**src/rtl/ws2812_pkg.sv**
```systemverilog
// rtl/ws2812_pkg.sv - shared WS2812 constants, clock-derived timings and state enum
package ws2812_pkg;

  localparam int CLK_FRE      = 27_000_000;
  localparam int WS2812_WIDTH = 24;
  localparam int CLK_PER_US   = CLK_FRE / 1_000_000;

  // Nominal line timings in clocks, shared with the transmitter
  localparam int T0H       = CLK_PER_US * 40 / 100;
  localparam int T0L       = CLK_PER_US * 85 / 100;
  localparam int T1H       = CLK_PER_US * 80 / 100;
  localparam int T1L       = CLK_PER_US * 45 / 100;
  localparam int RESET_LOW = CLK_PER_US * 50;

  localparam int BIT_THRESH = 16;
  localparam int MIN_HIGH   = 3;
  localparam int MAX_HIGH   = 40;

  typedef enum logic [1:0] {
    WAIT_RESET,
    IDLE,
    HIGH,
    LOW
  } state_t;

endpackage

```
**src/rtl/ws2812_pulse_meas.sv**
```systemverilog
// rtl/ws2812_pulse_meas.sv - din synchroniser, edge detect and saturating level-width counter
module ws2812_pulse_meas
  import ws2812_pkg::*;
(
  input  logic        clk,
  input  logic        rst,
  input  logic        din,
  output logic        din_s,
  output logic        rise_strobe,
  output logic        fall_strobe,
  output logic [15:0] width,
  output logic        low_timeout
);

  logic        r_sync1;
  logic        r_sync2;
  logic        r_prev;
  logic [15:0] r_cnt;
  logic        w_edge;

  assign w_edge = r_sync2 ^ r_prev;

  // Restart at 1 on an edge so width equals the level length in clocks when the next edge arrives
  always_ff @(posedge clk or posedge rst) begin
    if (rst) begin
      r_sync1 <= 1'b0;
      r_sync2 <= 1'b0;
      r_prev  <= 1'b0;
      r_cnt   <= 16'd0;
    end else begin
      r_sync1 <= din;
      r_sync2 <= r_sync1;
      r_prev  <= r_sync2;
      if (w_edge)
        r_cnt <= 16'd1;
      else if (r_cnt != 16'hFFFF)
        r_cnt <= r_cnt + 16'd1;
    end
  end

  assign din_s       = r_sync2;
  assign rise_strobe = r_sync2 & ~r_prev;
  assign fall_strobe = ~r_sync2 & r_prev;
  assign width       = r_cnt;
  assign low_timeout = ~r_sync2 & ~r_prev & (r_cnt == 16'(RESET_LOW));

endmodule

```
**src/rtl/ws2812_rx.sv**
```systemverilog
// rtl/ws2812_rx.sv - WS2812 pixel-style receiver: bit decode, word assembly, frame detect, forwarding
module ws2812_rx
  import ws2812_pkg::*;
(
  input  logic                    clk,
  input  logic                    rst,
  input  logic                    din,
  output logic                    dout,
  output logic [WS2812_WIDTH-1:0] rx_data,
  output logic                    rx_valid,
  output logic                    frame_end,
  output logic                    rx_err,
  output logic [7:0]              word_cnt
);

  localparam int BCW = $clog2(WS2812_WIDTH + 1);

  logic                    w_din_s, w_rise, w_fall, w_low_timeout;
  logic [15:0]             w_width;
  state_t                  r_state, w_state_nxt;
  logic [WS2812_WIDTH-1:0] r_shift, w_shift_nxt, w_shifted;
  logic [WS2812_WIDTH-1:0] r_data, w_data_nxt;
  logic [BCW-1:0]          r_bit_cnt, w_bit_cnt_nxt;
  logic [7:0]              r_word_cnt, w_word_nxt;
  logic                    r_valid, r_err, r_fe, r_dout;
  logic                    w_valid_nxt, w_err_nxt, w_fe_nxt, w_fwd;

  ws2812_pulse_meas u_meas (
    .clk         (clk),
    .rst         (rst),
    .din         (din),
    .din_s       (w_din_s),
    .rise_strobe (w_rise),
    .fall_strobe (w_fall),
    .width       (w_width),
    .low_timeout (w_low_timeout)
  );

  always_ff @(posedge clk or posedge rst) begin
    if (rst) begin
      r_state    <= WAIT_RESET;
      r_shift    <= '0;
      r_data     <= '0;
      r_bit_cnt  <= '0;
      r_word_cnt <= 8'd0;
      r_valid    <= 1'b0;
      r_err      <= 1'b0;
      r_fe       <= 1'b0;
      r_dout     <= 1'b0;
    end else begin
      r_state    <= w_state_nxt;
      r_shift    <= w_shift_nxt;
      r_data     <= w_data_nxt;
      r_bit_cnt  <= w_bit_cnt_nxt;
      r_word_cnt <= w_word_nxt;
      r_valid    <= w_valid_nxt;
      r_err      <= w_err_nxt;
      r_fe       <= w_fe_nxt;
      r_dout     <= w_din_s & w_fwd;
    end
  end

  always_comb begin
    w_state_nxt   = r_state;
    w_shift_nxt   = r_shift;
    w_data_nxt    = r_data;
    w_bit_cnt_nxt = r_bit_cnt;
    w_word_nxt    = r_word_cnt;
    w_valid_nxt   = 1'b0;
    w_err_nxt     = 1'b0;
    w_fe_nxt      = 1'b0;
    w_shifted     = {r_shift[WS2812_WIDTH-2:0], (w_width > 16'(BIT_THRESH))};
    case (r_state)
      WAIT_RESET: begin
        w_bit_cnt_nxt = '0;
        if (w_low_timeout) w_state_nxt = IDLE;
      end
      IDLE: begin
        if (w_rise) begin
          w_state_nxt   = HIGH;
          w_bit_cnt_nxt = '0;
          w_word_nxt    = 8'd0;
        end
      end
      HIGH: begin
        if (w_fall) begin
          if (w_width < 16'(MIN_HIGH) || w_width > 16'(MAX_HIGH)) begin
            w_err_nxt     = 1'b1;
            w_bit_cnt_nxt = '0;
            w_state_nxt   = WAIT_RESET;
          end else begin
            w_shift_nxt = w_shifted;
            w_state_nxt = LOW;
            if (r_bit_cnt == BCW'(WS2812_WIDTH - 1)) begin
              w_data_nxt    = w_shifted;
              w_valid_nxt   = 1'b1;
              w_bit_cnt_nxt = '0;
              if (r_word_cnt != 8'hFF) w_word_nxt = r_word_cnt + 8'd1;
            end else begin
              w_bit_cnt_nxt = r_bit_cnt + BCW'(1);
            end
          end
        end else if (w_width > 16'(MAX_HIGH)) begin
          w_err_nxt     = 1'b1;
          w_bit_cnt_nxt = '0;
          w_state_nxt   = WAIT_RESET;
        end
      end
      LOW: begin
        if (w_rise) begin
          w_state_nxt = HIGH;
        end else if (w_low_timeout) begin
          w_fe_nxt      = 1'b1;
          w_err_nxt     = (r_bit_cnt != '0);
          w_bit_cnt_nxt = '0;
          w_state_nxt   = IDLE;
        end
      end
      default: w_state_nxt = WAIT_RESET;
    endcase
  end

  // Forward only inside a frame that has already kept its first word
  assign w_fwd = (r_state == HIGH || r_state == LOW) && (r_word_cnt != 8'd0) && !w_fe_nxt;

  assign dout      = r_dout;
  assign rx_data   = r_data;
  assign rx_valid  = r_valid;
  assign frame_end = r_fe;
  assign rx_err    = r_err;
  assign word_cnt  = r_word_cnt;

endmodule

```
**config.mk**
```make
export PLATFORM = sky130hd
export DESIGN_NAME = ws2812_rx
export DESIGN_NICKNAME = d
export VERILOG_FILES = /design/src/rtl/ws2812_pkg.sv /design/src/rtl/ws2812_pulse_meas.sv /design/src/rtl/ws2812_rx.sv
export SDC_FILE = /design/constraint.sdc
export NUM_CORES = 1
export LEC_CHECK = 0
export BUFFER_PORTS_ARGS = -buffer_cell sky130_fd_sc_hd__buf_2
export CAP_MARGIN = 40
export CELL_PAD_IN_SITES_DETAIL_PLACEMENT = 1
export CELL_PAD_IN_SITES_GLOBAL_PLACEMENT = 2
export CORE_MARGIN = 1.5
export CORE_UTILIZATION = 34
export DETAILED_ROUTE_END_ITERATION = 16
export GPL_TIMING_DRIVEN = 0
export PLACE_DENSITY = 0.73
export SYNTH_ARGS = -nofsm -noshare
export SYNTH_HDL_FRONTEND = slang
export SYNTH_SLANG_ARGS = --single-unit
export TNS_END_PERCENT = 100
```
**constraint.sdc**
```tcl
create_clock -name clk -period 2.9 [get_ports clk]
set_clock_uncertainty 0.05 [all_clocks]
set_input_delay 0.58 -clock clk [delete_from_list [all_inputs] [get_ports clk]]
set_output_delay 0.58 -clock clk [all_outputs]
set_load 0.01 [all_outputs]
```
## Yosys cells after proc, flatten, opt, wreduce, memory -nomap -nowiden

Cells that the tools add are included.
Widths: inputs -> output; s select.

| word-level totals | value |
|---|---|
| register bits | 85 |
| bits of input ports | 3 |
| output and inout bits | 36 |
| logic and storage cells | 94 |

| operators by class | value |
|---|---|
| $add $sub $neg | 3 |
| $lt $le $gt $ge | 3 |
| equality and inequality tests | 15 |
| muxes and demuxes | 36 |
| bitwise operators | 9 |
| reduce and logical (&&, ||, !) cells | 15 |

Operators by type and width:

| cell | count |
|---|---|
| $mux 8 | 5 |
| $mux 5 | 7 |
| $mux 16 | 2 |
| $pmux 5 s4 | 1 |
| $add 16x1->16 const B | 1 |
| $eq 16x11->1 const B | 1 |
| $gt 16x5->1 const B | 1 |
| $gt 16x6->1 const B | 1 |
| $lt 16x2->1 const B | 1 |
| $ne 16x16->1 const B | 1 |
| $pmux 8 s2 | 1 |
| $mux 1 | 12 |
| $mux 2 | 6 |
| $add 8x1->8 const B | 1 |
| $ne 2x2->1 const B | 4 |
| $ne 8x8->1 const B | 1 |
| $pmux 2 s4 | 1 |
| $reduce_and 4->1 | 2 |
| $reduce_bool 8->1 | 1 |
| $ne 2x1->1 const B | 3 |
| $reduce_and 6->1 | 1 |
| $add 5x1->5 const B | 1 |
| $and 1x1->1 | 5 |
| $eq 5x5->1 const B | 1 |
| other kinds (14) | 20 |

## Longest topological paths before layout

Gate-level depths: netlist (run 1).

| depth | value |
|---|---|
| depth after elaboration | 9 |
| mapped depth | 8 |

## Modules after synthesis

A second synthesis (run 1) with hierarchy kept.

| unflattened totals | value |
|---|---|
| cell total of the unflattened synthesis | 375 |
| area total of the unflattened synthesis | 4,057.6 sq um |

By module, submodules not included:

| module | times used | cells an instance | area each (sq um) | sequential area each (sq um) |
|---|---|---|---|---|
| ws2812_rx | 1 | 278 | 2,959.1 | 1,651.6 |
| ws2812_pulse_meas | 1 | 97 | 1,098.6 | 475.5 |

## Least setup slack after synthesis (run 1)

OpenSTA, ideal clock, no wires.

| path | value |
|---|---|
| path type | reg2reg |
| start point | register u_meas.r_cnt[15], in the netlist u_meas.width[15] |
| end point | register r_data[10], in the netlist rx_data[10] |
| setup time | 0.127 ns |
| arrival time | 1.937 ns |
| data required time | 2.723 ns |
| slack | 0.786 ns |
| cell stages (with the launch flop) | 7 |
| buffers on the path | 1 |
| path through | dfrtp_1 -> nor4_4 -> nand3_2 -> nor4_4 -> nand2_2 -> buf_6 -> mux2_1 |

| on the way | value |
|---|---|
| longest elaborated chain between the ends | 4 |

Ends and longest elaborated chain:

| item | line | source |
|---|---|---|
| from (decl) | ws2812_pulse_meas.sv:18 | `logic [15:0] r_cnt;` |
| from (signal assigned) | ws2812_pulse_meas.sv:37 | `r_cnt <= r_cnt + 16'd1;` |
| $lt 16x2->1 or $gt 16x6->1 (tied branches) | ws2812_rx.sv:87 | `if (w_width < 16'(MIN_HIGH) \|\| w_width > 16'(MAX_HIGH)) begin` |
| $logic_or 1x1->1 * | ws2812_rx.sv:87 |  |
| $not 1->1 (no source line) * | -- |  |
| $reduce_and 4->1 (no source line) * | -- |  |
| to (signal assigned) | ws2812_rx.sv:53 | `r_data <= w_data_nxt;` |
| to (decl) | ws2812_rx.sv:22 | `logic [WS2812_WIDTH-1:0] r_data, w_data_nxt;` |

Every way passes the cells marked *; elsewhere a longest branch is shown, timed or not.
A chain may end at the register's enable or synchronous reset.

## Worst setup path in the final report (run 1)

| path | value |
|---|---|
| start point | register u_meas.r_cnt[0], in the netlist u_meas.width[0] |
| end point | register u_meas.r_cnt[15], in the netlist u_meas.width[15] |

| on the way | value |
|---|---|
| longest elaborated chain between the ends | 3 |

Ends and longest elaborated chain:

| item | line | source |
|---|---|---|
| $add 16x1->16 | ws2812_pulse_meas.sv:37 |  |
| $mux 16 | ws2812_pulse_meas.sv:36 | `else if (r_cnt != 16'hFFFF)` |
| $mux 16 | ws2812_pulse_meas.sv:34 | `if (w_edge)` |

Parallel ways exist; a longest one is shown, timed or not. The select of a mux whose other input is x is not followed.

==> results.md, run 1 <==
- Number of fill cells: between 1k and 1.5k
- Total number of nets in the final design: between 400 and 500
- Largest buffer count on any clock path: 2
- Unrepaired setup endpoints after global routing: no
- Count of max-cap constraint violations: 0
- Leak: ~2.3 nW
- Fin. max-slew vios: 0
- Vias after detailed routing: about 3.0k
- Hpwl dp: about 6300 um
- Final Cycle Share: 0.871
- Largest net degree at the start of global routing: 64
- Maximum net fanout on the critical path: 6
- Outcome: finished, final reports clean
- Row Count: 39
- Unique masters post-synth: 50
- CTS tree: done
- Clock input transition at the sequential cells of the worst setup and hold paths: around 0.07 ns
- Largest cells by area after synthesis: sky130_fd_sc_hd__dfrtp_1, sky130_fd_sc_hd__nand2_1, sky130_fd_sc_hd__mux2_1
- Drt initial violations: 93
- Total iterations of the first detailed-routing run: 4
- Number of port buffers: 38
- Cell repeated most along the worst path: sky130_fd_sc_hd__nand3_1
- Clock Tree Root: sky130_fd_sc_hd__clkbuf_16
- Async SR Flop Fraction: 1.00
- Crit path arrival time: ~2.7 ns
- Number of design rule violations left after detail routing: 0
- Count of yosys warnings during synthesis: 0
- Data required time at the worst endpoint: roughly 3.1 ns
- Type of origin of the critical path: flip-flop
- Post-place setup slack: between 0.3 and 0.4 ns
- Share of post-route cells with drive strength above 1: 0.171
- Signed area change from the synthesized netlist to the final layout: 17.5%
- Overall global routing resource usage: 0.157
- Post-CTS Setup Bufs: 0
- Clock buffer count from CTS: 9
- Vias in the first global route: between 3k and 4k
- Reg-to-reg slack, setup: approximately 0.37 ns
- Die height: about 110 um
- Cell Pwr Density: about 550 nW/um^2
- Critical register-to-register path endpoint: u_meas.width[15]
- Count of hold-fix buffers inserted at cts: 0
- Sequential area share after synthesis: 0.534
- Cell with the biggest individual delay on the critical path: sky130_fd_sc_hd__a2111oi_0
- Least setup slack across all paths after layout: 0.375 ns
- Initial cell density of the core: 0.349
- Start point of the critical path: u_meas.width[0]
- Most instantiated cells after synthesis: sky130_fd_sc_hd__dfrtp_1, sky130_fd_sc_hd__nand2_1, sky130_fd_sc_hd__nor2_1, sky130_fd_sc_hd__mux2_1, sky130_fd_sc_hd__nand3_1
- Number of cells upsized or downsized after cts: 0
- Post-synth top area cell: sky130_fd_sc_hd__dfrtp_1
- Count of boundary I/O pins: 39
- H-tree depth: 3
- CP max stage delay: between 0.8 and 0.9 ns
- Period minus WS final: between 2 and 3 ns
- Clock latency reported for the late side of the worst-skew pair: between 0.3 and 0.4 ns
- Synthesized netlist cell count: roughly 390
- Final Hold Vio Count: 0
- Area share of the largest cell type after synthesis: 0.534
- Summed instance area of the synthesized netlist: 3990 um^2
- Number of enable-type register cells in the synthesized netlist: 0
- Routed wire length: roughly 9000 um
- Relative slew slack: 0.365
- Ordered cell list for the critical path: ha_1 > nand3_1 > nor2_1 > a2111oi_0 > nand3_1 > mux2_2
- Area of the core region: around 11000 um^2
- Via count normalized by instance count: 5.06
- Post-Synthesis Mean Instance Area: between 10 and 15 um^2
- Synthesized netlist net count: between 400 and 500
- Total setup violations reported at the end of the flow: 0
- Hold WS: between 0.1 and 0.15 ns
- Overflow left after global routing: 0
- Die area: between 10000 and 15000 um^2
- Critical path endpoint: u_meas.width[15]
- Flip-flop and latch count after synthesis: 85
- Clock sink count: 85
- Last weighted congestion value of the routability-driven placer: 0.724
- Maximum achievable frequency: 0.396 GHz
- Commonest register cell after synthesis: sky130_fd_sc_hd__dfrtp_1
- Critical setup path kind: reg -> reg
- Maximum ir drop on the vdd rail: 0.000389 V
- Post-layout total power: approximately 2.6 mW
- Reg2reg path depth: 6
- Post-DR wirelength/cell: between 15 and 20 um
- Worst hold path class: in -> async
- Actual transition at the worst max-transition pin: a little over 0.9 ns
- Endpoint class of the critical path: flip-flop
- Residual antenna-violating net count after detailed routing: 0
- Antenna diode count: 0
- Launch point of the worst reg-to-reg path: u_meas.width[0]
- Global-route wire length before repair: between 15000 and 20000 um
- Overall die width: around 110 um
- Number of antenna violations at the first check in global routing: 0
cells by family after synthesis:
family / after synthesis / synth area share
adders and majority gates: 10 / 0.0314
DFF: 85 / 0.534
muxes: 28 / 0.0778
buffers and inverters: 30 / 0.0345
and+or+nand+nor: 180 / 0.222
xor gates and xnor gates: 13 / 0.0286
AOI/OAI and AO/OA: 43 / 0.0725
power breakdown:
group          switching [mW]  internal [mW]  total [mW]
clock network           0.507          0.672        1.18
registers              0.0148           1.20        1.21
logic                   0.109         0.0566       0.165
state kept, by name (all words and copies together), names as in the netlist:
signal	cells
r_shift	23
r_state	2
rx_data	24
u_meas.r_prev	1
frame_end	1
rx_valid	1
dout	1
u_meas.width	16
u_meas.din_s	1
rx_err	1
word_cnt	8
r_bit_cnt	5
u_meas.r_sync1	1
through the flow:
stage / std cells / instance area (um^2) / utilization / setup TNS [ns]
floorplan: 389 / 3990 / - / 0
global placement: 570 / 4360 / 0.381 / -93.41
detailed placement: 571 / 4390 / 0.384 / 0
CTS: 587 / 4690 / 0.410 / 0
global route: 587 / 4690 / 0.410 / 0
finish: 587 / 4690 / 0.410 / 0
cell usage in the layout (no fill, tap or decap), drive strengths merged, types with 5 or more instances in the layout:
cell | Yosys | routed
dfrtp | 85 | 85
inv | 14 | 15
a211oi | 5 | 5
nor4 | 9 | 9
buf | 6 | 45
clkbuf | 10 | 19
nor3 | 7 | 7
nor2 | 28 | 28
nand3 | 16 | 16
nor2b | 5 | 5
ha | 10 | 10
o21ai | 8 | 8
mux2 | 24 | 24
clkinv | 0 | 5
a21oi | 9 | 9
or4 | 7 | 7
nand2 | 86 | 86
xnor2 | 12 | 12
worst min-delay path by stage:
stage | end | slack [ns] | depth (start not counted)
after detailed placement | u_meas.din_s | 0.29 | 0
final | r_shift[11] | 0.14 | 2
after global placement | u_meas.din_s | 0.28 | 0
after CTS | rx_data[12] | 0.14 | 2
after floorplan | u_meas.din_s | 0.28 | 0
after global routing | r_shift[11] | 0.17 | 2
layer usage:
metal,wire length [um],GRT usage,up-vias
met5,0,0,-
met4,196,0.0759,0
met3,224,0.0328,13
met2,4360,0.253,31
met1,4260,0.201,1498
li1,-,-,1427
critical path: cells and delay by family, from the launching register on:
kind,cells,cell delay [ns]
flops,1,0.46
compound gates,1,0.86
fa+ha+maj,1,0.27
simple gates,3,0.48
mux,1,0.30
layout make-up:
cell class | count | area [um^2] | share of cell area
inverters | 14 | 55.1 | 0.0117
well taps | 143 | 179 | 0.0382
flip-flops and latches | 85 | 2130 | 0.454
clock buffers | 9 | 225 | 0.0481
repair buffers | 39 | 218 | 0.0465
clock inverters | 7 | 75.1 | 0.0160
plain buffers | 16 | 85.1 | 0.0182
multi-input cells | 274 | 1720 | 0.367
Note: power is estimated with default switching activity, not from simulation.
==> run 2, diff against run 1 <==
--- a/config.mk
+++ b/config.mk
@@ -13,7 +13,8 @@
 export CORE_UTILIZATION = 34
 export DETAILED_ROUTE_END_ITERATION = 16
 export GPL_TIMING_DRIVEN = 0
-export PLACE_DENSITY = 0.73
+export PLACE_DENSITY = 0.7
+export RECOVER_POWER = 25
 export SYNTH_ARGS = -nofsm -noshare
 export SYNTH_HDL_FRONTEND = slang
 export SYNTH_SLANG_ARGS = --single-unit
==> constraint.sdc (replaced) <==
create_clock -name clk -period 3.1 [get_ports clk]
set_clock_uncertainty 0.05 [all_clocks]
set_input_delay 0.62 -clock clk [delete_from_list [all_inputs] [get_ports clk]]
set_output_delay 0.62 -clock clk [all_outputs]
set_load 0.01 [all_outputs]
==> results.md, run 2 (synthesis gave the netlist of run 1 again) <==
- Outcome: finished, violations left (was finished, final reports clean)
- Violated checks: capacitance limit, slew limit
- Die height: 111 um (unchanged)
- H-tree depth: 3 (unchanged)
- Start point of the critical path: u_meas.width[8] (was u_meas.width[0])
- Via count normalized by instance count: 4.99 (was 5.06)
- Signed area change from the synthesized netlist to the final layout: 17.5% (about the same)
- Largest buffer count on any clock path: 2 (unchanged)
- Fin. max-slew vios: 31 (was 0)
- Critical setup path kind: reg -> reg (unchanged)
- Overflow left after global routing: 0 (unchanged)
- Unrepaired setup endpoints after global routing: no (unchanged)
- Endpoint class of the critical path: flip-flop (unchanged)
- Most used cells in the layout excluding fill and tap cells: sky130_fd_sc_hd__nand2_1, sky130_fd_sc_hd__dfrtp_1, sky130_fd_sc_hd__buf_2 (unchanged)
- Vias in the first global route: 3046 (was 3104)
- Worst hold path class: reg -> reg (was in -> async)
- Clock latency reported for the late side of the worst-skew pair: 0.34 ns (was 0.35 ns)
- Total setup violations reported at the end of the flow: 0 (unchanged)
- Overall global routing resource usage: 0.154 (was 0.157)
- Count of max-cap constraint violations: 1 (was 0)
- Total non-filler cell area in the finished layout: 4680 um^2 (was 4690 um^2)
- Actual transition at the worst max-transition pin: 1.54 ns (was 0.929 ns)
- Register share of total power: 0.474 (about the same)
- Global-route wire length before repair: 15200 um (was 15400 um)
- Critical register-to-register path endpoint: rx_data[2] (was u_meas.width[15])
- Finished Core Util: 0.410 (about the same)
- Maximum net fanout on the critical path: 10 (was 6)
- Reg2reg path depth: 6 (unchanged)
- Initial cell density of the core: 0.349 (unchanged)
- Number of port buffers: 38 (unchanged)
- Crit path arrival time: 2.65 ns (was 2.71 ns)
- Clock Tree Root: sky130_fd_sc_hd__clkbuf_16 (unchanged)
- Antenna diode count: 0 (unchanged)
- Row Count: 39 (unchanged)
- Area of the core region: 11400 um^2 (unchanged)
- Count of boundary I/O pins: 39 (unchanged)
- Gate power share: 0.064 (was 0.065)
- Final Hold Vio Count: 0 (unchanged)
- Share of post-route cells with drive strength above 1: 0.169 (was 0.171)
- Post-CTS Setup Bufs: 0 (unchanged)
- Data required time at the worst endpoint: 3.27 ns (was 3.08 ns)
- Power share of the clock group: 0.462 (was 0.461)
- Leak: 2.34 nW (about the same)
- Total number of nets in the final design: 452 (unchanged)
- Last weighted congestion value of the routability-driven placer: 0.788 (was 0.724)
- Number of design rule violations left after detail routing: 0 (unchanged)
- Hold path startpoint: u_meas.r_sync1
- Clock buffer count from CTS: 9 (unchanged)
- Residual antenna-violating net count after detailed routing: 0 (unchanged)
- Clock sink count: 85 (unchanged)
- Die area: 12400 um^2 (unchanged)
- Reg-to-reg slack, setup: 0.62 ns (was 0.37 ns)
- Drt initial violations: 89 (was 93)
- Critical path endpoint: rx_data[2] (was u_meas.width[15])
- Cell internal pwr: 1.83 mW (was 1.93 mW)
- Count of hold-fix buffers inserted at cts: 0 (unchanged)
- Area of placed instances: 4390 um^2 (unchanged)
- Type of origin of the critical path: flip-flop (unchanged)
- Overall die width: 111 um (unchanged)
- Cell Pwr Density: 510 nW/um^2 (was 546 nW/um^2)
- Number of antenna violations at the first check in global routing: 0 (unchanged)
- Hpwl dp: 6050 um (was 6320 um)
- Total net switching power: 0.556 mW (was 0.631 mW)
- Maximum achievable frequency: 0.404 GHz (was 0.396 GHz)
- Clock input transition at the sequential cells of the worst setup and hold paths: 0.06 ns (was 0.07 ns)
- Launch point of the worst reg-to-reg path: u_meas.width[8] (was u_meas.width[0])
- Maximum ir drop on the vdd rail: 0.000285 V (was 0.000389 V)
- Routed wire length: 8700 um (was 9040 um)
- Sw Ratio: 0.233 (was 0.247)
- CTS tree: done (unchanged)
- Vias after detailed routing: 2925 (was 2969)
- Relative slew slack: -0.0297 (was 0.365)
- Total iterations of the first detailed-routing run: 4 (unchanged)
- Post-DR wirelength/cell: 14.8 um (was 15.4 um)
- Period minus WS final: 2.48 ns (was 2.53 ns)
- Number of cells upsized or downsized after cts: 0 (unchanged)
- Max reg flops: 24 (unchanged)
- Final Cycle Share: 0.799 (was 0.871)
- Largest net degree at the start of global routing: 56 (was 64)
run 2: layer usage:
layer,GRT usage,share of wire
met5,0,0
met4,0.0717,0.023
met3,0.0284,0.028
met2,0.236,0.46
met1,0.213,0.49
run 2: how the worst min path moves through the flow:
| stage | to | slack [ns] | cells after the start |
|---|---|---|---|
| after floorplan | u_meas.din_s | 0.28 | 0 |
| after global placement | u_meas.din_s | 0.29 | 0 |
| after detailed placement | u_meas.din_s | 0.29 | 0 |
| after CTS | word_cnt[3] | 0.24 | 2 |
| after global routing | u_meas.din_s | 0.31 | 0 |
| final | u_meas.din_s | 0.30 | 0 |
run 2: final cells by class:
class                           instances  area (um^2)
Timing Repair Buffer                   39          218
Fill cell                            1312         6730
Inverter                               14         53.8
Clock buffer                           11          253
Clock inverter                          4         47.5
Tap cell                              143          179
Sequential cell                        85         2130
Multi-Input combinational cell        274         1720
Buffer                                 16         85.1
run 2: power by group through the flow:
| stage | registers, mW | logic, mW | clock network (mW) |
|---|---|---|---|
| 2_1_floorplan | 1.15 | 0.115 | 0 |
| 3_5_place_dp | 1.15 | 0.157 | 0 |
| 6_report | 1.13 | 0.153 | 1.10 |
| 3_3_place_gp | 1.15 | 0.151 | 0 |
| 4_1_cts | 1.13 | 0.158 | 1.14 |
| 5_1_grt | 1.14 | 0.176 | 1.18 |
run 2: worst max-delay path, cell delays in order, from the launching register on:
cell                      delay [ns]
sky130_fd_sc_hd__dfrtp_1        0.47
sky130_fd_sc_hd__nor4_2         0.32
sky130_fd_sc_hd__nand3_2        0.24
sky130_fd_sc_hd__nor4_4         0.51
sky130_fd_sc_hd__nand2_2        0.23
sky130_fd_sc_hd__buf_6          0.21
sky130_fd_sc_hd__mux2_1         0.32
run 2: through the flow:
| step | setup slack, ns | instances | total power, mW | hold slack [ns] | TNS (ns) |
|---|---|---|---|---|---|
| after global routing | 0.304 | 586 | 2.49 | 0.306 | 0 |
| final | 0.622 | 586 | 2.39 | 0.299 | 0 |
| after detailed placement | 0.603 | 571 | 1.31 | 0.289 | 0 |
| after floorplan | 0.237 | 389 | 1.27 | 0.281 | 0 |
| after global placement | -0.983 | 570 | 1.31 | 0.287 | -83.11 |
| after CTS | 0.575 | 586 | 2.43 | 0.245 | 0 |
==> run 3, diff against run 2 <==
==> constraint.sdc (replaced) <==
create_clock -name clk -period 2.3 [get_ports clk]
set_clock_uncertainty 0.05 [all_clocks]
set_input_delay 0.46 -clock clk [delete_from_list [all_inputs] [get_ports clk]]
set_output_delay 0.46 -clock clk [all_outputs]
set_load 0.01 [all_outputs]
==> results.md, run 3 (synthesis gave the netlist of run 1 again) <==
- Die area: 12400 um^2 (unchanged)
- Drt initial violations: 118 (was 89)
- Routed wire length: 8880 um (was 8700 um)
- Residual antenna-violating net count after detailed routing: 0 (unchanged)
- Hpwl dp: 6350 um (was 6050 um)
- Ordered cell list for the critical path: nor4_4 > nand3_2 > buf_4 > or4_4 > nor4_2 > a211o_1 (was nor4_2 > nand3_2 > nor4_4 > nand2_2 > buf_6 > mux2_1)
- Clock buffer count from CTS: 9 (unchanged)
- Largest delay contributor family on the critical path: simple AND/OR/NAND/NOR gates (unchanged)
- Overflow left after global routing: 0 (unchanged)
- Via count normalized by instance count: 4.98 (was 4.99)
- Number of antenna violations at the first check in global routing: 0 (unchanged)
- Largest net degree at the start of global routing: 31 (was 56)
- Die height: 111 um (unchanged)
- Count of boundary I/O pins: 39 (unchanged)
- Overall die width: 111 um (unchanged)
- Total setup violations reported at the end of the flow: 0 (unchanged)
- Area of the core region: 11400 um^2 (unchanged)
- Type of origin of the critical path: flip-flop (unchanged)
- CP max stage delay: 0.56 ns (was 0.51 ns)
- Cell Pwr Density: 668 nW/um^2 (was 510 nW/um^2)
- Number of fill cells: 1271 (was 1312)
- Number of design rule violations left after detail routing: 0 (unchanged)
- Endpoint class of the critical path: flip-flop (unchanged)
- Overall global routing resource usage: 0.155 (was 0.154)
- Worst hold path class: in -> async (was reg -> reg)
- Clock Tree Root: sky130_fd_sc_hd__clkbuf_16 (unchanged)
- Antenna diode count: 0 (unchanged)
- Actual transition at the worst max-transition pin: 1.28 ns (was 1.54 ns)
- Final Cycle Share: 0.940 (was 0.799)
- Critical setup path kind: reg -> reg (unchanged)
- Maximum achievable frequency: 0.462 GHz (was 0.404 GHz)
- Number of port buffers: 38 (unchanged)
- Row Count: 39 (unchanged)
- Fin. max-slew vios: 0 (was 31)
- Initial cell density of the core: 0.349 (unchanged)
- Share of post-route cells with drive strength above 1: 0.225 (was 0.169)
- Cell with the biggest individual delay on the critical path: sky130_fd_sc_hd__or4_4 (was sky130_fd_sc_hd__nor4_4)
- Clock input transition at the sequential cells of the worst setup and hold paths: 0.07 ns (was 0.06 ns)
- Outcome: finished, final reports clean (was finished, violations left)
- Signed area change from the synthesized netlist to the final layout: 21.0% (was 17.5%)
- Maximum net fanout on the critical path: 7 (was 10)
- Most common cell after layout, fill and taps aside: sky130_fd_sc_hd__nand2_1
- Unrepaired setup endpoints after global routing: no (unchanged)
- Maximum ir drop on the vdd rail: 0.000455 V (was 0.000285 V)
- Global-route wire length before repair: 15300 um (was 15200 um)
- Post-place setup slack: -0.191 ns (was 0.603 ns)
- Clock latency reported for the late side of the worst-skew pair: 0.34 ns (about the same)
- Crit path buffers/inverters: 1 (unchanged)
- Max reg flops: 24 (unchanged)
- Post-DR wirelength/cell: 15.0 um (was 14.8 um)
- Period minus WS final: 2.16 ns (was 2.48 ns)
- Crit path arrival time: 2.40 ns (was 2.65 ns)
- Vias in the first global route: 2997 (was 3046)
- Hold WS: 0.0795 ns (was 0.299 ns)
- Clock sink count: 85 (unchanged)
- Count of max-cap constraint violations: 0 (was 1)
- Vias after detailed routing: 2951 (was 2925)
- Final Hold Vio Count: 0 (unchanged)
- Total iterations of the first detailed-routing run: 6 (was 4)
- Total number of nets in the final design: 457 (was 452)
- Last weighted congestion value of the routability-driven placer: 0.786 (was 0.788)
- Data required time at the worst endpoint: 2.54 ns (was 3.27 ns)
- Relative slew slack: 0.146 (was -0.0297)
- CTS tree: done (unchanged)
- Largest buffer count on any clock path: 2 (unchanged)
- Least setup slack across all paths after layout: 0.137 ns (was 0.622 ns)
- Most used cells in the layout excluding fill and tap cells: sky130_fd_sc_hd__nand2_1, sky130_fd_sc_hd__dfrtp_1, sky130_fd_sc_hd__buf_2 (unchanged)
- H-tree depth: 3 (unchanged)
- Post-layout total power: 3.22 mW (was 2.39 mW)
- Leak: 2.39 nW (was 2.34 nW)
- Count of hold-fix buffers inserted at cts: 0 (unchanged)
[run 3: cell types whose count changed in the layout (fill, tap and decap cells not counted), sizes merged]
cell and change:
dlymetal6s4s +1, clkbuf -3, clkinvlp +2, clkinv -1, buf +7
[run 3: report_power, final]
group / switching, mW / internal, mW / total (mW) / leakage, nW
combinational: 0.147 / 0.0819 / 0.229 / 1.09
sequential: 0.0221 / 1.51 / 1.53 / 1.17
clock: 0.618 / 0.844 / 1.46 / 0.132
total: 0.787 / 2.44 / 3.22 / 2.39
[run 3: path summary, 6_finish.rpt]
kind	from	endpoint	slack, ns	cells after the start
hold reg to reg	u_meas.r_sync1	u_meas.din_s	0.30	0
setup reg to reg	u_meas.width[15]	r_bit_cnt[3]	0.14	6
hold / removal	rst	rx_data[14]	0.08	2
max in group asynchronous	rst	u_meas.width[10]	0.43	4
setup / recovery	u_meas.width[15]	r_bit_cnt[3]	0.14	6
min in group clk	din	u_meas.r_sync1	0.17	1
[run 3: worst reg2reg max path, delay by kind of cell, from the launching register on]
kind	cells	cell delay, ns
buf+inv	1	0.20
flops	1	0.43
compound gates	1	0.13
simple gates	4	1.30
[run 3: area by class of cell]
| cell class | count | area, um^2 | area share |
|---|---|---|---|
| clock inverters | 5 | 61.3 | 0.0127 |
| flip-flops and latches | 85 | 2130 | 0.442 |
| inverters | 14 | 53.8 | 0.0112 |
| repair buffers | 45 | 279 | 0.0578 |
| multi-input cells | 274 | 1790 | 0.372 |
| well taps | 143 | 179 | 0.0371 |
| clock buffers | 11 | 233 | 0.0482 |
| plain buffers | 15 | 91.3 | 0.0189 |
[run 3: stage by stage]
stage	utilization	cells	setup TNS (ns)	instance area (um^2)
global placement	0.382	570	-5.46	4360
CTS	0.417	591	0	4760
global route	0.422	592	0	4820
floorplan	-	389	0	3990
detailed placement	0.388	573	-6.30	4430
finish	0.422	592	0	4820
[run 3: routing by layer]
metal  vias to the layer above  track usage  part of all wire  wire (um)
met2                        35        0.245              0.47       4210
met4                         0       0.0633             0.019        165
li1                       1442            -                 -          -
met1                      1462        0.208              0.48       4300
met5                         -            0                 0          0
met3                        12       0.0312             0.023        205
[run 3: repair_timing]
item                                    in CTS  in global routing
gates resized for setup                      8                 27
buffers inserted                             2                  2
endpoints found under the hold margin        0                  0
endpoints found under the setup margin      47                 59
pin swaps                                    2                  3
